**src/rtl/pipe_hazard_ctrl_pkg.sv**
```systemverilog
// Shared pipeline constants and types for the hazard/stall controller.
// Holds the controller state encoding, drain length and register-zero value.
package pipe_hazard_ctrl_pkg;

   typedef enum logic [1:0] {
      ST_RUN    = 2'd0,
      ST_DRAIN  = 2'd1,
      ST_HALTED = 2'd2
   } state_e;

   localparam int          REG_W        = 4;
   localparam int          CNT_W        = 16;
   localparam int          DRAIN_W      = 2;
   localparam int          DRAIN_CYCLES = 3;
   localparam logic [REG_W-1:0] REG_ZERO = '0;

endpackage

```
**src/rtl/pipe_hazard_ctrl_hazard_cmp.sv**
```systemverilog
// Load-use comparator: flags when the ID instruction needs a value that the
// load currently in EX has not produced yet. Register zero never creates a hazard.
module hazard_cmp
   import pipe_hazard_ctrl_pkg::*;
(
   input  logic             idex_memread,
   input  logic [REG_W-1:0] idex_rd,
   input  logic [REG_W-1:0] ifid_rs,
   input  logic [REG_W-1:0] ifid_rt,
   input  logic             ifid_uses_rt,
   output logic             loaduse
);

   logic rs_match;
   logic rt_match;

   assign rs_match = (idex_rd == ifid_rs);
   assign rt_match = ifid_uses_rt & (idex_rd == ifid_rt);
   assign loaduse  = idex_memread & (idex_rd != REG_ZERO) & (rs_match | rt_match);

endmodule

```
**src/rtl/pipe_hazard_ctrl.sv**
```systemverilog
// Pipeline hazard controller: memory freeze, branch flush, load-use bubbles,
// HALT drain sequence and a saturating stall-cycle counter.
module pipe_hazard_ctrl
   import pipe_hazard_ctrl_pkg::*;
(
   input  logic             clk,
   input  logic             reset,
   input  logic [REG_W-1:0] ifid_rs,
   input  logic [REG_W-1:0] ifid_rt,
   input  logic             ifid_uses_rt,
   input  logic             halt_id,
   input  logic             idex_memread,
   input  logic [REG_W-1:0] idex_rd,
   input  logic             branch_taken,
   input  logic             dmem_req,
   input  logic             dmem_ready,
   output logic             wr_PC,
   output logic             pc_sel,
   output logic             wr_IFID,
   output logic             IFIDflush,
   output logic             wr_IDEX,
   output logic             IDEXclear,
   output logic             wr_EXMEM,
   output logic             halted,
   output logic [CNT_W-1:0] stall_count
);

   state_e             state_q, state_d;
   logic [DRAIN_W-1:0] drain_q, drain_d;
   logic [CNT_W-1:0]   stall_q, stall_d;
   logic               loaduse;
   logic               freeze;
   logic               stall;

   function automatic logic [CNT_W-1:0] sat_inc(input logic [CNT_W-1:0] v);
      return (v == '1) ? v : v + 1'b1;
   endfunction

   hazard_cmp u_cmp (
      .idex_memread (idex_memread),
      .idex_rd      (idex_rd),
      .ifid_rs      (ifid_rs),
      .ifid_rt      (ifid_rt),
      .ifid_uses_rt (ifid_uses_rt),
      .loaduse      (loaduse)
   );

   assign freeze = dmem_req & ~dmem_ready;

   always_comb begin
      state_d   = state_q;
      drain_d   = drain_q;
      stall_d   = stall_q;
      stall     = 1'b0;
      wr_PC     = 1'b0;
      pc_sel    = 1'b0;
      wr_IFID   = 1'b0;
      IFIDflush = 1'b0;
      wr_IDEX   = 1'b0;
      IDEXclear = 1'b0;
      wr_EXMEM  = 1'b0;
      halted    = 1'b0;
      case (state_q)
         ST_RUN: begin
            if (freeze) begin
               stall = 1'b1;
            end else if (branch_taken) begin
               wr_PC     = 1'b1;
               pc_sel    = 1'b1;
               wr_IFID   = 1'b1;
               IFIDflush = 1'b1;
               wr_IDEX   = 1'b1;
               IDEXclear = 1'b1;
               wr_EXMEM  = 1'b1;
            end else if (halt_id || loaduse) begin
               // Hold IF/ID and PC, push a bubble into EX; HALT also starts the drain.
               stall     = 1'b1;
               wr_IDEX   = 1'b1;
               IDEXclear = 1'b1;
               wr_EXMEM  = 1'b1;
               if (halt_id) begin
                  state_d = ST_DRAIN;
                  drain_d = DRAIN_W'(DRAIN_CYCLES - 1);
               end
            end else begin
               wr_PC    = 1'b1;
               wr_IFID  = 1'b1;
               wr_IDEX  = 1'b1;
               wr_EXMEM = 1'b1;
            end
         end
         ST_DRAIN: begin
            stall = 1'b1;
            if (!freeze) begin
               wr_IDEX   = 1'b1;
               IDEXclear = 1'b1;
               wr_EXMEM  = 1'b1;
               if (drain_q == '0) state_d = ST_HALTED;
               else               drain_d = drain_q - 1'b1;
            end
         end
         ST_HALTED: begin
            halted = 1'b1;
         end
         default: begin
            state_d = ST_RUN;
         end
      endcase
      if (stall) stall_d = sat_inc(stall_q);
   end

   always_ff @(posedge clk or negedge reset) begin
      if (!reset) begin
         state_q <= ST_RUN;
         drain_q <= '0;
         stall_q <= '0;
      end else begin
         state_q <= state_d;
         drain_q <= drain_d;
         stall_q <= stall_d;
      end
   end

   assign stall_count = stall_q;

endmodule
```
**config.mk**
```make
export PLATFORM = sky130hd
export DESIGN_NAME = pipe_hazard_ctrl
export DESIGN_NICKNAME = d
export VERILOG_FILES = /design/src/rtl/pipe_hazard_ctrl_pkg.sv /design/src/rtl/pipe_hazard_ctrl_hazard_cmp.sv /design/src/rtl/pipe_hazard_ctrl.sv
export SDC_FILE = /design/constraint.sdc
export NUM_CORES = 1
export LEC_CHECK = 0
export CORE_MARGIN = 10
export CORE_UTILIZATION = 40
export CTS_CLUSTER_DIAMETER = 60
export DETAILED_ROUTE_END_ITERATION = 6
export GPL_TIMING_DRIVEN = 0
export PLACE_DENSITY = 0.81
export REMOVE_ABC_BUFFERS = 1
export SLEW_MARGIN = 20
export SYNTH_ARGS = -nofsm -noshare
export SYNTH_HDL_FRONTEND = slang
export SYNTH_SLANG_ARGS = --single-unit
```
**constraint.sdc**
```tcl
create_clock -name clk -period 2.1 [get_ports clk]
set_clock_uncertainty 0.2 [all_clocks]
set_input_delay 0.21 -clock clk [delete_from_list [all_inputs] [get_ports clk]]
set_output_delay 0.21 -clock clk [all_outputs]
set_load 0.1 [all_outputs]
```
==> results.ini, run 1 <==
[cts]
cts_tree = yes
cts_buffer_depth = 2
root_buffer = clkbuf_4
clk_pin_slew_ps = 110
cts_sinks = 20
cts_buffers = 3
clkLatencyLatePin_ps = 300
h-tree-depth = 1

[synthesis]
ys_ff_latch = 20
synth_area_leaders = dfrtp_1 (40%), xnor2_1 (11%), xor2_1 (4.9%)
synth_most_common_cell = dfrtp_1
async_flop_share_pct = 100
synth_top_area_cell = dfrtp_1
synth_enable_flop_cells = 0
ys_seq_area_share_pct = 40.4
yosysUniqueCellTypes = 35
synthCells = 126
synthFlopType = dfrtp_1
yosysWarnings = 0
syn_area_per_cell_um2 = 9.83
synth_area_um2 = 1240
synthTopCellsByCount = dfrtp_1 (20), xnor2_1 (16), and3_1 (7), xor2_1 (7)
synth_top_area_share_pct = 40.4

[place]
portBuffers = 43
dp_slack_ps = -1730
hpwlAfterDp_mm = 2.62
place_inst = 195
routabilityCongestion = 0.819

[floorplan]
initial_utilization_pct = 41.3
rows = 20
coreArea_um2 = 3000
die_area_um2 = 5720
die_x_um = 75.7
io_pins = 44
die_h_um = 75.7

[timing]
worst_hold_slack_ps = 198
finalCritPeriodShare_pct = 107
fmax_mhz = 447
slew_viol_final = 0
fin_tns_setup_ps = -473
rsz0062_at_grt = yes
setup_viol = 5
worst_slew_pin_slew_ps = 985
slew_headroom_pct = 34.6
period_needed_ps = 2240
hold_violations = 0
fin_ws_ps = -139

[drt]
drc_errors = 0
via_per_inst = 5.66
detail_route.wl_per_cell_um = 17.3
first_pass_iters = 4
ant_nets = 0
vias = 1172
wirelength_mm = 3.57
drt-initial-drc-count = 65

[final_layout]
antenna-diode-count = 0
nNetsFinal = 198
syn_to_final_growth_pct = 42.4
multiInputGateArea_um2 = 712
drive_gt1_share_pct = 22.4
stdcell_count = 207
nFillCells = 279
regArea_um2 = 500

[critical_path]
endpoint_kind = primary output
crit_type = in2out
required_ps = 1690
cp-start-kind = input port
crit_fanout = 3
worst-endpoint-arrival_ps = 1830

[flow_run]
maxCapViolCount = 0

[run_status]
outcome = complete, but fails checks
violations = negative setup slack

[global_routing]
grt_antenna_before_repair = 0
gr-total-overflow = 0
grt_pass1_vias = 1189
grt_util_all_layers_pct = 13.2
grt_max_degree = 21
grt_pass1_wl_mm = 5.80

[hold_path]
hold_class = in2async

[power]
peakVddDrop_mv = 1.11
leakage_nw = 0.770
p_per_area_nw_per_um2 = 1370

[state kept, by name, indices dropped and copies added (netlist names)]
register	count
state_q	2
stall_count	16
drain_q	2
[repair_timing]
item | in CTS | in global routing
pin swaps | 12 | 2
setup endpoints to repair | 40 | 21
cloned | 1 | 0
gates resized for setup | 107 | 11
hold buffers | 0 | 0
buffers inserted | 3 | 5
[report_power, final]
| part | total [mW] | internal, mW | switching, mW |
|---|---|---|---|
| Combinational | 1.61 | 0.397 | 1.22 |
| Sequential | 0.627 | 0.490 | 0.137 |
| Clock | 0.179 | 0.0670 | 0.112 |
[layer usage]
metal  global-route usage (%)  up-vias  routed length (um)
met1                     14.6      586                1390
met4                     3.71        0                  30
li1                         -      556                   -
met2                     22.9       25                1920
met5                        0        -                   0
met3                     4.95        5                 232
[final timing paths]
check | to | slack, ps | cells after the start | from
min in group clk | stall_count[12] | 310 | 1 | stall_count[12]
worst max-delay path | wr_IFID | -140 | 6 | idex_rd[2]
worst min-delay path | drain_q[0] | 200 | 1 | reset
worst min register to register | stall_count[12] | 310 | 1 | stall_count[12]
max in group asynchronous | stall_count[3] | 940 | 1 | reset
worst max register to register | stall_count[1] | 80 | 6 | stall_count[0]
[layout make-up]
class	count	area share, %
Tap cell	33	2.34
Timing Repair Buffer	51	26.4
Inverter	6	1.28
Clock buffer	3	1.28
Sequential cell	20	28.4
Multi-Input combinational cell	94	40.4
[per-stage QoR]
| step | power (mW) | cell area [um^2] | util, % |
|---|---|---|---|
| 3_5_place_dp | 2.21 | 1660 | 55.4 |
| 5_1_grt | 2.55 | 1760 | 58.8 |
| 2_1_floorplan | 1.80 | 1190 | - |
| 6_report | 2.42 | 1760 | 58.8 |
| 3_3_place_gp | 2.17 | 1660 | 55.4 |
| 4_1_cts | 2.39 | 1710 | 57.1 |
[worst max-delay path, cell delays in order]
cell	delay, ps
buf_8	90
o41a_1	420
and3_1	160
a221o_2	390
a211oi_4	330
buf_12	220
[cells by family (layout without fill, tap and decap cells)]
family	count (synthesis)	in the layout	share of synthesized area [%]
AND/OR/NAND/NOR	43	44	20.0
flip-flops	20	20	40.4
multiplexers	1	1	0.909
adder cells (fa/ha/maj)	2	2	2.02
AO/OA/AOI/OAI	24	24	14.8
XOR/XNOR	23	23	16.3
buffers and inverters	13	60	5.56
[placed cells by master, fill, tap and decap left out, types with 2 or more instances in the layout]
cell type	n
buf_6	4
xor2_1	7
dlygate4sd2_1	21
nand2_1	5
buf_2	4
o211ai_2	2
dfrtp_1	20
buf_12	2
o211ai_1	3
nor2_1	6
nor4_1	4
nand3_1	2
xnor2_1	16
nor2b_1	2
clkbuf_4	3
buf_4	8
o2111ai_1	3
clkbuf_2	2
nor3_1	4
clkdlybuf4s15_1	2
and4_1	4
inv_1	6
clkdlybuf4s50_1	6
o21ai_1	6
and4_4	2
and3_1	7
nand2b_1	3
(Power assumes the default switching activity.)
==> inputs of run 2 (changes only) <==
RECOVER_POWER = 50   (was unset)
==> run 2 against run 1 <==
  * The run still ends with negative setup slack left
  * Sequential power hardly changed
  * Non-clock buffer count stayed put
  * Die area stayed put
  * Sequential share of layout area hardly changed
  * Core utilization is 0.083 points lower
  * Critical path type unchanged
  * Largest cell class unchanged
  * Highest routed layer unchanged
==> results.ini, run 2 (synthesis gave the netlist of run 1 again) <==
[floorplan]
initial_utilization_pct = 41.3  ; unchanged
die_x_um = 75.7  ; unchanged
io_pins = 44  ; unchanged
rows = 20  ; unchanged
die_area_um2 = 5720  ; unchanged
die_h_um = 75.7  ; unchanged
coreArea_um2 = 3000  ; unchanged

[critical_path]
worst-endpoint-arrival_ps = 1830  ; about the same
endpoint_kind = primary output  ; unchanged
required_ps = 1690  ; about the same
crit_type = in2out  ; unchanged
crit_fanout = 3  ; unchanged
cp-start-kind = input port  ; unchanged

[final_layout]
nFillCells = 279  ; unchanged
stdcell_count = 207  ; unchanged
final_cell_mix = dlygate4sd2_1 (21), dfrtp_1 (20), xnor2_1 (16), buf_4 (8)  ; unchanged
fin_util_pct = 58.7  ; was 58.8%
nNetsFinal = 198  ; unchanged
finalInstanceArea_um2 = 1760  ; about the same
antenna-diode-count = 0  ; unchanged
final_common_cell = dlygate4sd2_1  ; unchanged
syn_to_final_growth_pct = 42.2  ; was 42.4%
largest_register_ffs = 16  ; unchanged
drive_gt1_share_pct = 21.8  ; was 22.4%

[drt]
via_per_inst = 5.64  ; was 5.66
drc_errors = 0  ; unchanged
first_pass_iters = 4  ; unchanged
vias = 1168  ; was 1172
drt-initial-drc-count = 65  ; unchanged
ant_nets = 0  ; unchanged
detail_route.wl_per_cell_um = 17.3  ; about the same
wirelength_mm = 3.58  ; was 3.57 mm

[cts]
clkLatencyLatePin_ps = 300  ; about the same
cts_buffers = 3  ; unchanged
hold_buffers = 0  ; unchanged
cts_tree = yes  ; unchanged
cts_sinks = 20  ; unchanged
h-tree-depth = 1  ; unchanged
root_buffer = clkbuf_4  ; unchanged
clk_pin_slew_ps = 110  ; about the same
cts_buffer_depth = 2  ; unchanged

[timing]
fin_ws_ps = -139  ; about the same
slew_viol_final = 0  ; unchanged
finalCritPeriodShare_pct = 107  ; about the same
rsz0062_at_grt = yes  ; unchanged
setup_viol = 5  ; unchanged
slew_headroom_pct = 34.6  ; unchanged
hold_violations = 0  ; unchanged
fmax_mhz = 447  ; about the same
worst_slew_pin_slew_ps = 985  ; about the same
period_needed_ps = 2240  ; about the same

[global_routing]
grt_max_degree = 21  ; unchanged
grt_pass1_wl_mm = 5.80  ; unchanged
grt_pass1_vias = 1189  ; unchanged
grt_util_all_layers_pct = 13.2  ; unchanged
grt_antenna_before_repair = 0  ; unchanged
gr-total-overflow = 0  ; unchanged

[power]
p_per_area_nw_per_um2 = 1370  ; about the same
peakVddDrop_mv = 1.11  ; about the same
leakage_nw = 0.771  ; was 0.770 nW
power.total_mw = 2.42  ; about the same

[place]
routabilityCongestion = 0.819  ; unchanged
placed_cell_area_um2 = 1660  ; unchanged
hpwlAfterDp_mm = 2.62  ; unchanged
portBuffers = 43  ; unchanged
dp_slack_ps = -1730  ; unchanged
place_inst = 195  ; unchanged

[flow_run]
maxCapViolCount = 0  ; unchanged

[run_status]
violations = negative setup slack  ; unchanged
outcome = complete, but fails checks  ; unchanged

[hold_path]
hold_class = in2async  ; unchanged

-- run 2: cell types whose count changed in the layout (fill, tap and decap cells not counted) --
cell and change:
clkdlybuf4s50_1 -1, dlygate4sd3_1 +1, ha_1 +1, ha_2 -1
-- run 2: path summary, 6_finish.rpt --
path                                  from              end  slack [ps]  cells past startpoint
hold reg to reg            stall_count[12]  stall_count[12]         310                      1
min in group clk           stall_count[12]  stall_count[12]         310                      1
max in group asynchronous            reset   stall_count[3]         870                      1
setup reg to reg            stall_count[0]  stall_count[11]          50                      7
hold / removal                       reset       drain_q[0]         270                      1
setup / recovery                idex_rd[2]          wr_IFID        -140                      6
-- run 2: stage by stage --
| step | hold WS [ps] | TNS [ps] |
|---|---|---|
| after global routing | 314 | -771 |
| after global placement | 282 | -13160 |
| final | 267 | -478 |
| after CTS | 232 | -279 |
| after floorplan | -286 | -21820 |
| after detailed placement | 293 | -14550 |
-- run 2: cell type report --
| cell class | count | area, um^2 | area share [%] |
|---|---|---|---|
| multi-input combinational | 94 | 709 | 40.3 |
| inverter | 6 | 22.5 | 1.28 |
| sequential | 20 | 500 | 28.4 |
| clock buffer | 3 | 22.5 | 1.28 |
| timing repair buffer | 51 | 465 | 26.4 |
| tap | 33 | 41.3 | 2.34 |
-- run 2: what timing repair did --
action                     in CTS  in global routing
gates resized for setup       107                 11
setup endpoints to repair      40                 21
gates cloned                    1                  0
pin swaps                      12                  2
setup buffers                   3                  5
-- run 2: critical path: stages --
cell      delay (ps)
buf_8             90
o41a_1           420
and3_1           160
a221o_2          390
a211oi_4         330
buf_12           220
-- run 2: power by group --
part	switching, mW	internal [mW]
logic	1.22	0.395
clock network	0.113	0.0670
registers	0.137	0.490
total	1.47	0.951
-- run 2: routing by layer --
metal	vias to the layer above	track usage, %	share of wire, %
li1	556	-	-
met1	582	14.6	39
met2	25	22.9	53
met3	5	4.95	6.4
met4	0	3.71	0.84
met5	-	0	0
==> inputs of run 3 (changes only) <==
CAP_MARGIN = 10   (was unset)
SETUP_SLACK_MARGIN = 0.2   (was unset)
==> run 3 against run 2 <==
  * The run still ends with negative setup slack left
  * Via count is 3.9% higher
  * First-iteration DRC count shrank 28%
  * Core utilization rose by 7.8 points
  * Design area grew 13%
  * Critical path depth stayed put
  * Hold slack better by 10 ps
  * Fmax grew 0.95%
  * Sequential cell count unchanged
  * Count of clock-buffer cells in the layout unchanged
==> results.ini, run 3 (synthesis gave the netlist of run 1 again) <==
[run_status]
outcome = complete, but fails checks  ; unchanged
violations = negative setup slack  ; unchanged

[place]
portBuffers = 43  ; unchanged
placed_cell_area_um2 = 1660  ; unchanged
hpwlAfterDp_mm = 2.62  ; unchanged
routabilityCongestion = 0.819  ; unchanged

[cts]
cts_tree = yes  ; unchanged
cts_sinks = 20  ; unchanged
h-tree-depth = 1  ; unchanged
cts_buffers = 3  ; unchanged
root_buffer = clkbuf_4  ; unchanged
hold_buffers = 0  ; unchanged
clk_pin_slew_ps = 110  ; about the same
clkLatencyLatePin_ps = 300  ; about the same
cts_buffer_depth = 2  ; unchanged

[timing]
fin_ws_ps = -118  ; was -139 ps
slew_viol_final = 0  ; unchanged
period_needed_ps = 2220  ; was 2240 ps
fin_tns_setup_ps = -324  ; was -478 ps
fmax_mhz = 451  ; was 447 MHz
rsz0062_at_grt = yes  ; unchanged
slew_headroom_pct = 37.9  ; was 34.6%
finalCritPeriodShare_pct = 106  ; was 107%
setup_viol = 3  ; was 5
worst_slew_pin_slew_ps = 928  ; was 985 ps
hold_violations = 0  ; unchanged

[power]
p_comb_share_pct = 69.2  ; was 66.6%
intPower_mw = 1.10  ; was 951 uW
peakVddDrop_mv = 1.17  ; was 1.11 mV
p_per_area_nw_per_um2 = 1330  ; was 1370 nW/um^2
power_switching_mw = 1.56  ; was 1.47 mW
pwr-share-seq_pct = 23.9  ; was 25.9%
switching_share_pct = 58.7  ; was 60.6%
leakage_nw = 0.834  ; was 0.771 nW
pwr-share-clk_pct = 6.9  ; was 7.4%

[global_routing]
grt_pass1_vias = 1272  ; was 1189
use_met1_pct = 14.8  ; was 14.6%
grt_util_all_layers_pct = 14.2  ; was 13.2%
grt.busiest_layer = met2  ; unchanged
grt_antenna_before_repair = 0  ; unchanged
grt_max_degree = 21  ; unchanged
met2_usage_pct = 26.4  ; was 22.9%
grt_pass1_wl_mm = 6.24  ; was 5.80 mm
gr-total-overflow = 0  ; unchanged
gr-usage-met3_pct = 4.95  ; unchanged

[final_layout]
drive_gt1_share_pct = 40.0  ; was 21.8%
final_cell_mix = dfrtp_1 (20), clkdlybuf4s15_2 (16), xnor2_1 (15), buf_4 (12), dlygate4sd2_1 (9)  ; was dlygate4sd2_1 (21), dfrtp_1 (20), xnor2_1 (16), buf_4 (8)
largest_register_ffs = 16  ; unchanged
nFillCells = 243  ; was 279
nNetsFinal = 204  ; was 198
finalInstanceArea_um2 = 2000  ; was 1760 um^2
antenna-diode-count = 0  ; unchanged
syn_to_final_growth_pct = 61.1  ; was 42.2%
final_common_cell = dfrtp_1  ; was dlygate4sd2_1

[critical_path]
reg2reg_slack_ps = 90  ; was 50 ps
endpoint_kind = primary output  ; unchanged
worst-endpoint-arrival_ps = 1810  ; was 1830 ps
cp-start-kind = input port  ; unchanged
rr_endpoint = stall_count[1]  ; was stall_count[11]
endpoint = wr_IFID  ; unchanged
reg2regPathDepth = 6  ; was 7
crit_type = in2out  ; unchanged
crit_fanout = 2  ; was 3
crit_start = idex_rd[2]  ; unchanged
reg2reg_from = stall_count[1]  ; was stall_count[0]
required_ps = 1690  ; about the same

[drt]
wirelength_mm = 4.06  ; was 3.58 mm
drc_errors = 0  ; unchanged
via_per_inst = 5.69  ; was 5.64
drt-initial-drc-count = 47  ; was 65
ant_nets = 0  ; unchanged
detail_route.wl_per_cell_um = 19.1  ; was 17.3 um
first_pass_iters = 4  ; unchanged
vias = 1213  ; was 1168

[floorplan]
die_h_um = 75.7  ; unchanged
initial_utilization_pct = 41.3  ; unchanged
rows = 20  ; unchanged
die_x_um = 75.7  ; unchanged
coreArea_um2 = 3000  ; unchanged
io_pins = 44  ; unchanged
die_area_um2 = 5720  ; unchanged

[hold_path]
hold_class = in2async  ; unchanged

[flow_run]
maxCapViolCount = 0  ; unchanged

[run 3: changes by cell type in the layout (fill, tap and decap cells not counted), sizes merged]
cell / before / now
clkdlybuf4s15: 3 / 16
dlygate4sd2: 21 / 9
buf: 19 / 25
clkbuf: 5 / 4
[run 3: worst max-delay path, cell delays in order]
cell      delay (ps)
buf_8             90
o41a_1           420
and3_1           160
a221o_2          380
a211oi_4         330
buf_12           220
[run 3: area by class of cell]
| cell class | count | area, um^2 | share of cell area [%] |
|---|---|---|---|
| Clock buffer | 3 | 22.5 | 1.13 |
| Timing Repair Buffer | 57 | 593 | 29.7 |
| Inverter | 6 | 22.5 | 1.13 |
| Sequential cell | 20 | 500 | 25.1 |
| Multi-Input combinational cell | 94 | 816 | 40.9 |
| Tap cell | 33 | 41.3 | 2.07 |
[run 3: worst min path at each step]
stage	start	endpoint	slack, ps
after CTS	reset	drain_q[1]	230
after global routing	stall_count[12]	stall_count[12]	310
final	reset	drain_q[0]	280
after global placement	stall_count[15]	stall_count[15]	280
after detailed placement	stall_count[8]	stall_count[8]	290
after floorplan	reset	drain_q[0]	-290
[run 3: per-layer routing]
layer / vias to the layer above / part of all wire [%]
li1: 565 / -
met1: 607 / 38
met2: 31 / 54
met3: 10 / 6.6
met4: 0 / 1.8
met5: - / 0
[run 3: repair_timing]
action / CTS / global route
pin swaps: 17 / 11
endpoints found under the setup margin: 40 / 21
cloned: 1 / 0
setup buffers: 7 / 7
gates resized for setup: 156 / 23
[run 3: per-stage QoR]
step           hold WS [ps]  setup WS [ps]  utilization, %  cells  total power [mW]
2_1_floorplan          -286          -4010               -    119              1.80
3_3_place_gp            282          -1660            55.4    195              2.17
3_5_place_dp            293          -1730            55.4    195              2.21
4_1_cts                 232           -124            61.2    206              2.51
5_1_grt                 314           -174            66.5    213              2.80
6_report                277           -118            66.5    213              2.66
[run 3: power by group through the flow]
stage	registers, mW	clock network [mW]	logic (mW)
after floorplan	1.15	0	0.651
after global placement	0.615	0	1.56
after detailed placement	0.626	0	1.58
after CTS	0.624	0.185	1.70
after global routing	0.654	0.207	1.94
final	0.636	0.184	1.84
